===== src/rtl/fifo_ctrl_pkg.sv =====
// Shared definitions for the byte-to-word FIFO read/write controllers.
package fifo_ctrl_pkg;

  localparam int unsigned DATA_W = 32;
  localparam int unsigned CNT_W  = 7;

  typedef enum logic [1:0] {
    IDLE  = 2'd0,
    BURST = 2'd1,
    GAP   = 2'd2
  } rd_state_e;

endpackage


===== src/rtl/fifo_idle_timer.sv =====
// Saturating idle counter with synchronous clear; tc rises the cycle after the count reaches LIMIT.
module fifo_idle_timer #(
  parameter int unsigned LIMIT = 254
) (
  input  logic clk,
  input  logic rst_n,
  input  logic clr,
  input  logic en,
  output logic tc
);

  localparam int unsigned CW = (LIMIT > 0) ? $clog2(LIMIT + 1) : 1;

  logic [CW-1:0] cnt_q, cnt_d;
  logic          tc_q, tc_d;

  always_comb begin
    cnt_d = cnt_q;
    tc_d  = tc_q;
    if (clr) begin
      cnt_d = '0;
      tc_d  = 1'b0;
    end else if (en) begin
      tc_d = (cnt_q == CW'(LIMIT));
      if (cnt_q != CW'(LIMIT)) cnt_d = cnt_q + CW'(1);
    end
  end

  always_ff @(posedge clk or negedge rst_n) begin
    if (!rst_n) begin
      cnt_q <= '0;
      tc_q  <= 1'b0;
    end else begin
      cnt_q <= cnt_d;
      tc_q  <= tc_d;
    end
  end

  assign tc = tc_q;

endmodule


===== src/rtl/fifo_burst_rd_ctrl.sv =====
// FIFO read-side burst scheduler: full bursts at BURST_LEN words, partial flush after an idle
// timeout when FLUSH_TIMEOUT_EN is defined, with sop/eop framing toward downstream.
module fifo_burst_rd_ctrl #(
  parameter int unsigned DATA_W    = fifo_ctrl_pkg::DATA_W,
  parameter int unsigned CNT_W     = fifo_ctrl_pkg::CNT_W,
  parameter int unsigned BURST_LEN = 16,
  parameter int unsigned TIMEOUT   = 255,
  parameter int unsigned GAP_CYC   = 2
) (
  input  logic              clk,
  input  logic              rst_n,
  input  logic [CNT_W-1:0]  rdusedw,
  input  logic              rdempty,
  input  logic [DATA_W-1:0] q,
  output logic              rdreq,
  input  logic              b_rdy,
  output logic [DATA_W-1:0] data_out,
  output logic              data_out_vld,
  output logic              sop,
  output logic              eop
);

  import fifo_ctrl_pkg::*;

  localparam int unsigned GAP_W = (GAP_CYC > 1) ? $clog2(GAP_CYC) : 1;

  rd_state_e         state_q, state_d;
  logic [CNT_W-1:0]  beat_q, beat_d;
  logic [CNT_W-1:0]  len_q, len_d;
  logic [GAP_W-1:0]  gap_q, gap_d;
  logic              vld_q, vld_d;
  logic              sop_q, sop_d;
  logic              eop_q, eop_d;
  logic [DATA_W-1:0] hold_q, hold_d;
  logic              rdreq_c;
  logic              last_beat_c;
  logic              flush_c;

`ifdef FLUSH_TIMEOUT_EN
  logic timer_tc;

  fifo_idle_timer #(
    .LIMIT ((TIMEOUT > 0) ? TIMEOUT - 1 : 0)
  ) u_idle_timer (
    .clk   (clk),
    .rst_n (rst_n),
    .clr   (rdempty || (state_q != IDLE)),
    .en    (!rdempty),
    .tc    (timer_tc)
  );

  assign flush_c = timer_tc && !rdempty && (rdusedw != '0);
`else
  assign flush_c = 1'b0;
`endif

  assign last_beat_c = (beat_q == len_q - CNT_W'(1));

  // Next-state, beat/gap counters and read request.
  always_comb begin
    state_d = state_q;
    beat_d  = beat_q;
    len_d   = len_q;
    gap_d   = gap_q;
    rdreq_c = 1'b0;
    unique case (state_q)
      IDLE: begin
        beat_d = '0;
        gap_d  = '0;
        if (rdusedw >= CNT_W'(BURST_LEN)) begin
          state_d = BURST;
          len_d   = CNT_W'(BURST_LEN);
        end else if (flush_c) begin
          state_d = BURST;
          len_d   = rdusedw;
        end
      end
      BURST: begin
        rdreq_c = b_rdy && !rdempty;
        if (rdreq_c) begin
          if (last_beat_c) begin
            state_d = GAP;
            beat_d  = '0;
          end else begin
            beat_d = beat_q + CNT_W'(1);
          end
        end
      end
      GAP: begin
        if (gap_q == GAP_W'(GAP_CYC - 1)) begin
          state_d = IDLE;
          gap_d   = '0;
        end else begin
          gap_d = gap_q + GAP_W'(1);
        end
      end
      default: state_d = IDLE;
    endcase
  end

  // Framing flags travel with the read request so they line up with the returning word.
  always_comb begin
    vld_d  = rdreq_c;
    sop_d  = rdreq_c && (beat_q == '0);
    eop_d  = rdreq_c && last_beat_c;
    hold_d = vld_q ? q : hold_q;
  end

  always_ff @(posedge clk or negedge rst_n) begin
    if (!rst_n) begin
      state_q <= IDLE;
      beat_q  <= '0;
      len_q   <= '0;
      gap_q   <= '0;
      vld_q   <= 1'b0;
      sop_q   <= 1'b0;
      eop_q   <= 1'b0;
      hold_q  <= '0;
    end else begin
      state_q <= state_d;
      beat_q  <= beat_d;
      len_q   <= len_d;
      gap_q   <= gap_d;
      vld_q   <= vld_d;
      sop_q   <= sop_d;
      eop_q   <= eop_d;
      hold_q  <= hold_d;
    end
  end

  // q is the FIFO's registered read port, so it is forwarded in the valid cycle and held otherwise.
  assign rdreq        = rdreq_c;
  assign data_out     = vld_q ? q : hold_q;
  assign data_out_vld = vld_q;
  assign sop          = sop_q;
  assign eop          = eop_q;

endmodule

===== config.mk =====
export PLATFORM = sky130hd
export DESIGN_NAME = fifo_burst_rd_ctrl
export DESIGN_NICKNAME = d
export VERILOG_FILES = /design/src/rtl/fifo_ctrl_pkg.sv /design/src/rtl/fifo_idle_timer.sv /design/src/rtl/fifo_burst_rd_ctrl.sv
export SDC_FILE = /design/constraint.sdc
export NUM_CORES = 1
export LEC_CHECK = 0
export CORE_MARGIN = 3
export CORE_UTILIZATION = 42
export DETAILED_ROUTE_END_ITERATION = 10
export PLACE_DENSITY = 0.79
export SYNTH_ARGS = -nofsm -noshare
export SYNTH_HDL_FRONTEND = slang
export SYNTH_SLANG_ARGS = --single-unit

===== constraint.sdc =====
create_clock -name clk -period 1.7 [get_ports clk]
set_input_delay 0.34 -clock clk [delete_from_list [all_inputs] [get_ports clk]]
set_output_delay 0.34 -clock clk [all_outputs]
set_load 0.02 [all_outputs]

==> results_dict.tcl, run 1 <==
set metrics [dict create \
    status "complete, but fails checks" \
    violations "hold timing, setup timing" \
    cts_sinks 46 \
    synth_compound_area_frac 0.0583 \
    r2r_start "beat_q[0]" \
    min_period_ns 1.82 \
    grt_pass1_vias 1476 \
    final_cell_mix "dfrtp_1, clkdlybuf4s50_1, buf_6" \
    dieHeight_um 72.7 \
    antenna_found_initial 0 \
    die_w_um 72.7 \
    fmax_mhz 550 \
    syn_inst 133 \
    placed_cell_area_um2 2750 \
    rsz0062_at_grt "true" \
    mappedNetlistArea_um2 1870 \
    cts-root-buf "clkbuf_8" \
    grt_start_max_net_pins 24 \
    ir_drop_mv 0.625 \
    synthAdderAreaFrac 0.0134 \
    start_kind "register" \
    drt_iter0_markers 29 \
    ys_seq_elements 46 \
    rows 23 \
    slew_headroom 0.616 \
    cp.arrival_ns 1.48 \
    vias 1430 \
    synthMuxAreaShare 0.193 \
    syn_avg_cell_area_um2 14.0 \
    clk-insertion-delay-late_ns 0.29 \
    holdWs_ns -0.00668 \
    io_pins 79 \
    final_layout_size_suffix_gt1_frac 0.446 \
    powerDensity_nw_per_um2 1000 \
    layout_commonest_cell "dfrtp_1" \
    dieArea_um2 5280 \
    final_area_um2 3060 \
    synth-xor-area-share 0.0188 \
    cts_buffers 5 \
    finalSetupViolCount 30 \
    maxSlewViolCount 0 \
    maxCapViolCount 0 \
    setup_slack_ns -0.117 \
    drt_pass1_iterations 4 \
    grt_pass1_wl_um 7340 \
    hpwl_um 3370 \
    cp-startpoint "data_out_vld" \
    clk_pin_slew_worst_paths_ns 0.08 \
    num-nets-final 275 \
    p_leak_nw 1.43 \
    start_util 0.450 \
    synth_top_cell_area_share 0.617 \
    post-route-util 0.739 \
    fin_skew_ns 0.00725 \
    yosys-top-cells-area "dfrtp_1, mux2_2, nor2_1" \
    dp.cells 263 \
    ys_seq_area_frac 0.617 \
    critPathKind "reg2out" \
    detail-route-antenna-nets 0 \
    synth-simple-area-share 0.0791 \
    clock_tree.buffer_depth 2 \
    synth_top_area_cell "dfrtp_1" \
    grt_usage 0.183 \
    routabilityCongestion 0.757 \
    cts_max_level 2 \
    hold_viol 10 \
    wire_per_inst_um 17.7 \
    crit_path_max_fanout 8 \
    fillers 253 \
    min_path_type "in2async" \
    core_um2 4140 \
    drt_wl_total_um 4960 \
    final_cells 281 \
    area_growth_pct 63.9 \
    ys_warn_count 0 \
    cp-end-kind "primary output" \
    cp.required_ns 1.36 \
    synth_top_family_by_area "multiplexers" \
    synth.net_count 178 \
    tns_ns -1.11 \
    post-route-period-util 1.07 \
    drcViolationCount 0 \
    cts_tree "yes" \
    synth.distinct_cells 30 \
    vias_per_cell 5.09 \
    io_buffers 74 \
    worst_slew_pin_slew_ns 0.575 \
    antennaDiodeCount 0 \
    grt_overflow_total 0 \
]
[cell type report]
cell class	instances	area [um2]	area share
inverter	4	15.0	0.00491
multi-input combinational	78	785	0.256
timing repair buffer	95	960	0.314
sequential	46	1150	0.377
clock buffer	6	72.6	0.0237
tap	50	62.6	0.0204
clock inverter	2	13.8	0.00450
[power breakdown]
part | internal, mW | switching, mW | total [mW]
clock network | 0.290 | 0.349 | 0.639
registers | 1.27 | 0.0965 | 1.36
logic | 0.596 | 0.470 | 1.07
[what timing repair did]
item                       in CTS  in global routing
hold buffers                    0                  0
cloned                          1                  0
setup endpoints to repair      34                 34
resized for setup             173                 59
hold endpoints to repair        0                  0
buffers inserted                5                  5
[cells by family (layout without fill, tap and decap cells)]
group | after synthesis | count (layout)
multiplexers | 32 | 32
AND/OR/NAND/NOR | 27 | 27
adder cells (fa/ha/maj) | 2 | 2
AO/OA/AOI/OAI | 13 | 13
flip-flops | 46 | 46
XOR/XNOR | 4 | 4
buffers and inverters | 9 | 107
[final timing paths]
check                                to  cells after the start  slack, ns
max                         data_out[6]                      4      -0.12
min                          hold_q[15]                      1     -0.007
max reg2reg                         sop                      4       0.02
min reg2reg                  state_q[1]                      1       0.47
max in group asynchronous  data_out_vld                      2       1.09
min in group clk             state_q[1]                      1       0.47
[flip-flops by register name (all words and copies together), names as in the netlist]
signal        flops
data_out_vld      1
state_q           2
eop               1
hold_q           32
gap_q             1
sop               1
len_q             1
beat_q            7
[metrics by stage]
stage                     setup slack [ns]  hold slack [ns]  power, mW
after floorplan                     0.0764           0.0444       1.82
after global routing                -0.164           0.0237       3.22
final                               -0.117         -0.00668       3.07
after detailed placement            -0.593            0.327       2.29
after global placement              -0.592            0.317       2.25
after CTS                           -0.155         0.000750       2.92
[synth_stat cells]
| library cell | instances |
|---|---|
| a21oi_1 | 2 |
| xor2_1 | 1 |
| clkbuf_1 | 1 |
| or3_2 | 1 |
| nor4_1 | 1 |
| mux2_1 | 2 |
| mux2_2 | 30 |
| a21o_1 | 2 |
| buf_2 | 4 |
| or4b_2 | 1 |
| nand4b_1 | 1 |
| nand2_1 | 6 |
| or3b_1 | 1 |
| o21ai_0 | 2 |
| nand2b_1 | 1 |
| nand2b_4 | 1 |
| a211oi_1 | 2 |
| inv_1 | 4 |
| o22ai_1 | 1 |
| xnor2_1 | 3 |
| ha_1 | 2 |
| nor2_1 | 9 |
| a32o_2 | 1 |
| or3_1 | 2 |
| nand3b_1 | 1 |
| nand3_1 | 2 |
| a211o_2 | 1 |
| dfrtp_1 | 46 |
| a31oi_4 | 1 |
| a2111oi_1 | 1 |
[routing by layer]
| metal | global-route usage | vias up | part of all wire | wire, um |
|---|---|---|---|---|
| met5 | 0 | - | 0 | 0 |
| met4 | 0.0656 | 0 | 0.023 | 116 |
| met3 | 0.0510 | 13 | 0.075 | 372 |
| met2 | 0.311 | 69 | 0.50 | 2490 |
| met1 | 0.222 | 691 | 0.40 | 1990 |
| li1 | - | 657 | - | - |
[critical path, stage by stage, from the launching register on]
cell and delay, ns:
dfrtp_2 0.46, buf_12 0.16, buf_6 0.12, mux2_4 0.31, buf_6 0.14
Power figures use the tool's default switching activity.
==> run 2, diff against run 1 <==
CORE_MARGIN = 2   (was 3)
==> results_dict.tcl, run 2 (synthesis gave the netlist of run 1 again) <==
set metrics [dict create \
    status "complete, but fails checks" \
    violations "setup timing" \
    max_stage_delay_ns 0.41 \
    start_kind "register" \
    finalSetupViolCount 28 \
    antennaDiodeCount 0 \
    clk_pin_slew_worst_paths_ns 0.07 \
    antenna_found_initial 0 \
    cp-end-kind "primary output" \
    setup_slack_ns -0.114 \
    final_cells 282 \
    fin_skew_ns 0.00324 \
    powerDensity_nw_per_um2 993 \
    final_cell_mix "dfrtp_1, clkdlybuf4s50_1, buf_4" \
    grt_overflow_total 0 \
    cts-root-buf "clkbuf_8" \
    crit_path_cell_trace "buf_6 > buf_16 > mux2_2 > buf_6" \
    clk-insertion-delay-late_ns 0.28 \
    core_um2 4320 \
    rsz0062_at_grt "true" \
    dieHeight_um 70.7 \
    cts_max_level 2 \
    critPathKind "reg2out" \
    routabilityCongestion 0.812 \
    min_period_ns 1.81 \
    wire_per_inst_um 16.7 \
    hold_viol 0 \
    crit_cells 4 \
    maxSlewViolCount 0 \
    start_util 0.432 \
    final_layout_size_suffix_gt1_frac 0.448 \
    grt_usage 0.195 \
    layout_commonest_cell "dfrtp_1" \
    fmax_mhz 551 \
    min_path_cells 1 \
    vias 1438 \
    io_pins 79 \
    grt_pass1_wl_um 7510 \
    p_leak_nw 1.36 \
    post-route-util 0.685 \
    grt_start_max_net_pins 29 \
    cp.arrival_ns 1.47 \
    cts_buffers 5 \
    drt_pass1_iterations 4 \
    ff2ff_setup_slack_ns 0.10 \
    clock_tree.buffer_depth 2 \
    cts_tree "yes" \
    drcViolationCount 0 \
    worst_slew_pin_slew_ns 0.454 \
    area_growth_pct 58.8 \
    min_path_type "reg2reg" \
    cp_slowest_cell "dfrtp_2" \
    path_delay_family "buffers and inverters" \
    cts_sinks 46 \
    die_w_um 70.7 \
    largest_reg_flops 32 \
    fillers 294 \
    rows 24 \
    dieArea_um2 4990 \
    post-route-period-util 1.07 \
    r2r_cells 4 \
    cp_common_cell "buf_6" \
    crit_path_max_fanout 6 \
    top_register "hold_q" \
    tns_ns -1.69 \
    critPathBufInv 3 \
    slew_headroom 0.697 \
    drt_wl_total_um 4700 \
    num-nets-final 275 \
    cp.required_ns 1.36 \
    maxCapViolCount 0 \
    io_buffers 74 \
    detail-route-antenna-nets 0 \
    ir_drop_mv 0.619 \
    hpwl_um 3270 \
    top_regs "hold_q: 32 flops, beat_q: 7 flops, state_q: 2 flops" \
    drt_iter0_markers 82 \
    dp.cells 264 \
    vias_per_cell 5.10 \
    grt_pass1_vias 1521 \
]
run 2: per-stage QoR:
| stage | hold slack, ns | power [mW] | setup slack, ns | cell area (um2) |
|---|---|---|---|---|
| floorplan | 0.0444 | 1.82 | 0.0764 | 1870 |
| global placement | 0.290 | 2.24 | -0.590 | 2740 |
| detailed placement | 0.292 | 2.28 | -0.594 | 2740 |
| CTS | 0.481 | 2.93 | -0.110 | 2920 |
| global route | 0.498 | 3.10 | -0.138 | 2960 |
| finish | 0.484 | 2.94 | -0.114 | 2960 |
run 2: layout make-up:
type | count | area [um2] | share of cell area
repair buffers | 95 | 905 | 0.305
multi-input cells | 78 | 747 | 0.252
well taps | 52 | 65.1 | 0.0220
clock inverters | 2 | 10.0 | 0.00338
clock buffers | 5 | 68.8 | 0.0232
inverters | 4 | 15.0 | 0.00507
flip-flops and latches | 46 | 1150 | 0.389
run 2: report_power, final:
| group | internal (mW) | switching (mW) | total [mW] | leakage (nW) |
|---|---|---|---|---|
| Clock | 0.276 | 0.322 | 0.597 | 0.0438 |
| Combinational | 0.538 | 0.452 | 0.990 | 0.768 |
| Sequential | 1.27 | 0.0923 | 1.36 | 0.551 |
run 2: worst register-to-register path, cell delays in order, from the launching register on:
cell,delay (ns)
dfrtp_2,0.45
or3_1,0.36
a211o_2,0.37
a31oi_4,0.24
nor2_1,0.07
run 2: what timing repair did:
action,CTS,global route
endpoints found under the hold margin,18,0
hold buffers,1,0
setup buffers,9,0
resized for setup,178,21
cloned,2,0
endpoints found under the setup margin,34,36
run 2: worst paths after layout:
check | from | end
hold reg to reg | gap_q | state_q[1]
min in group asynchronous | rst_n | hold_q[5]
setup / recovery | data_out_vld | data_out[22]
max in group asynchronous | rst_n | data_out_vld
setup reg to reg | beat_q[5] | beat_q[3]
hold / removal | gap_q | state_q[1]
run 2: layer usage:
layer  share of wire  GRT usage
met5               0          0
met4          0.0057     0.0314
met3           0.070     0.0499
met2            0.53      0.372
met1            0.40      0.222
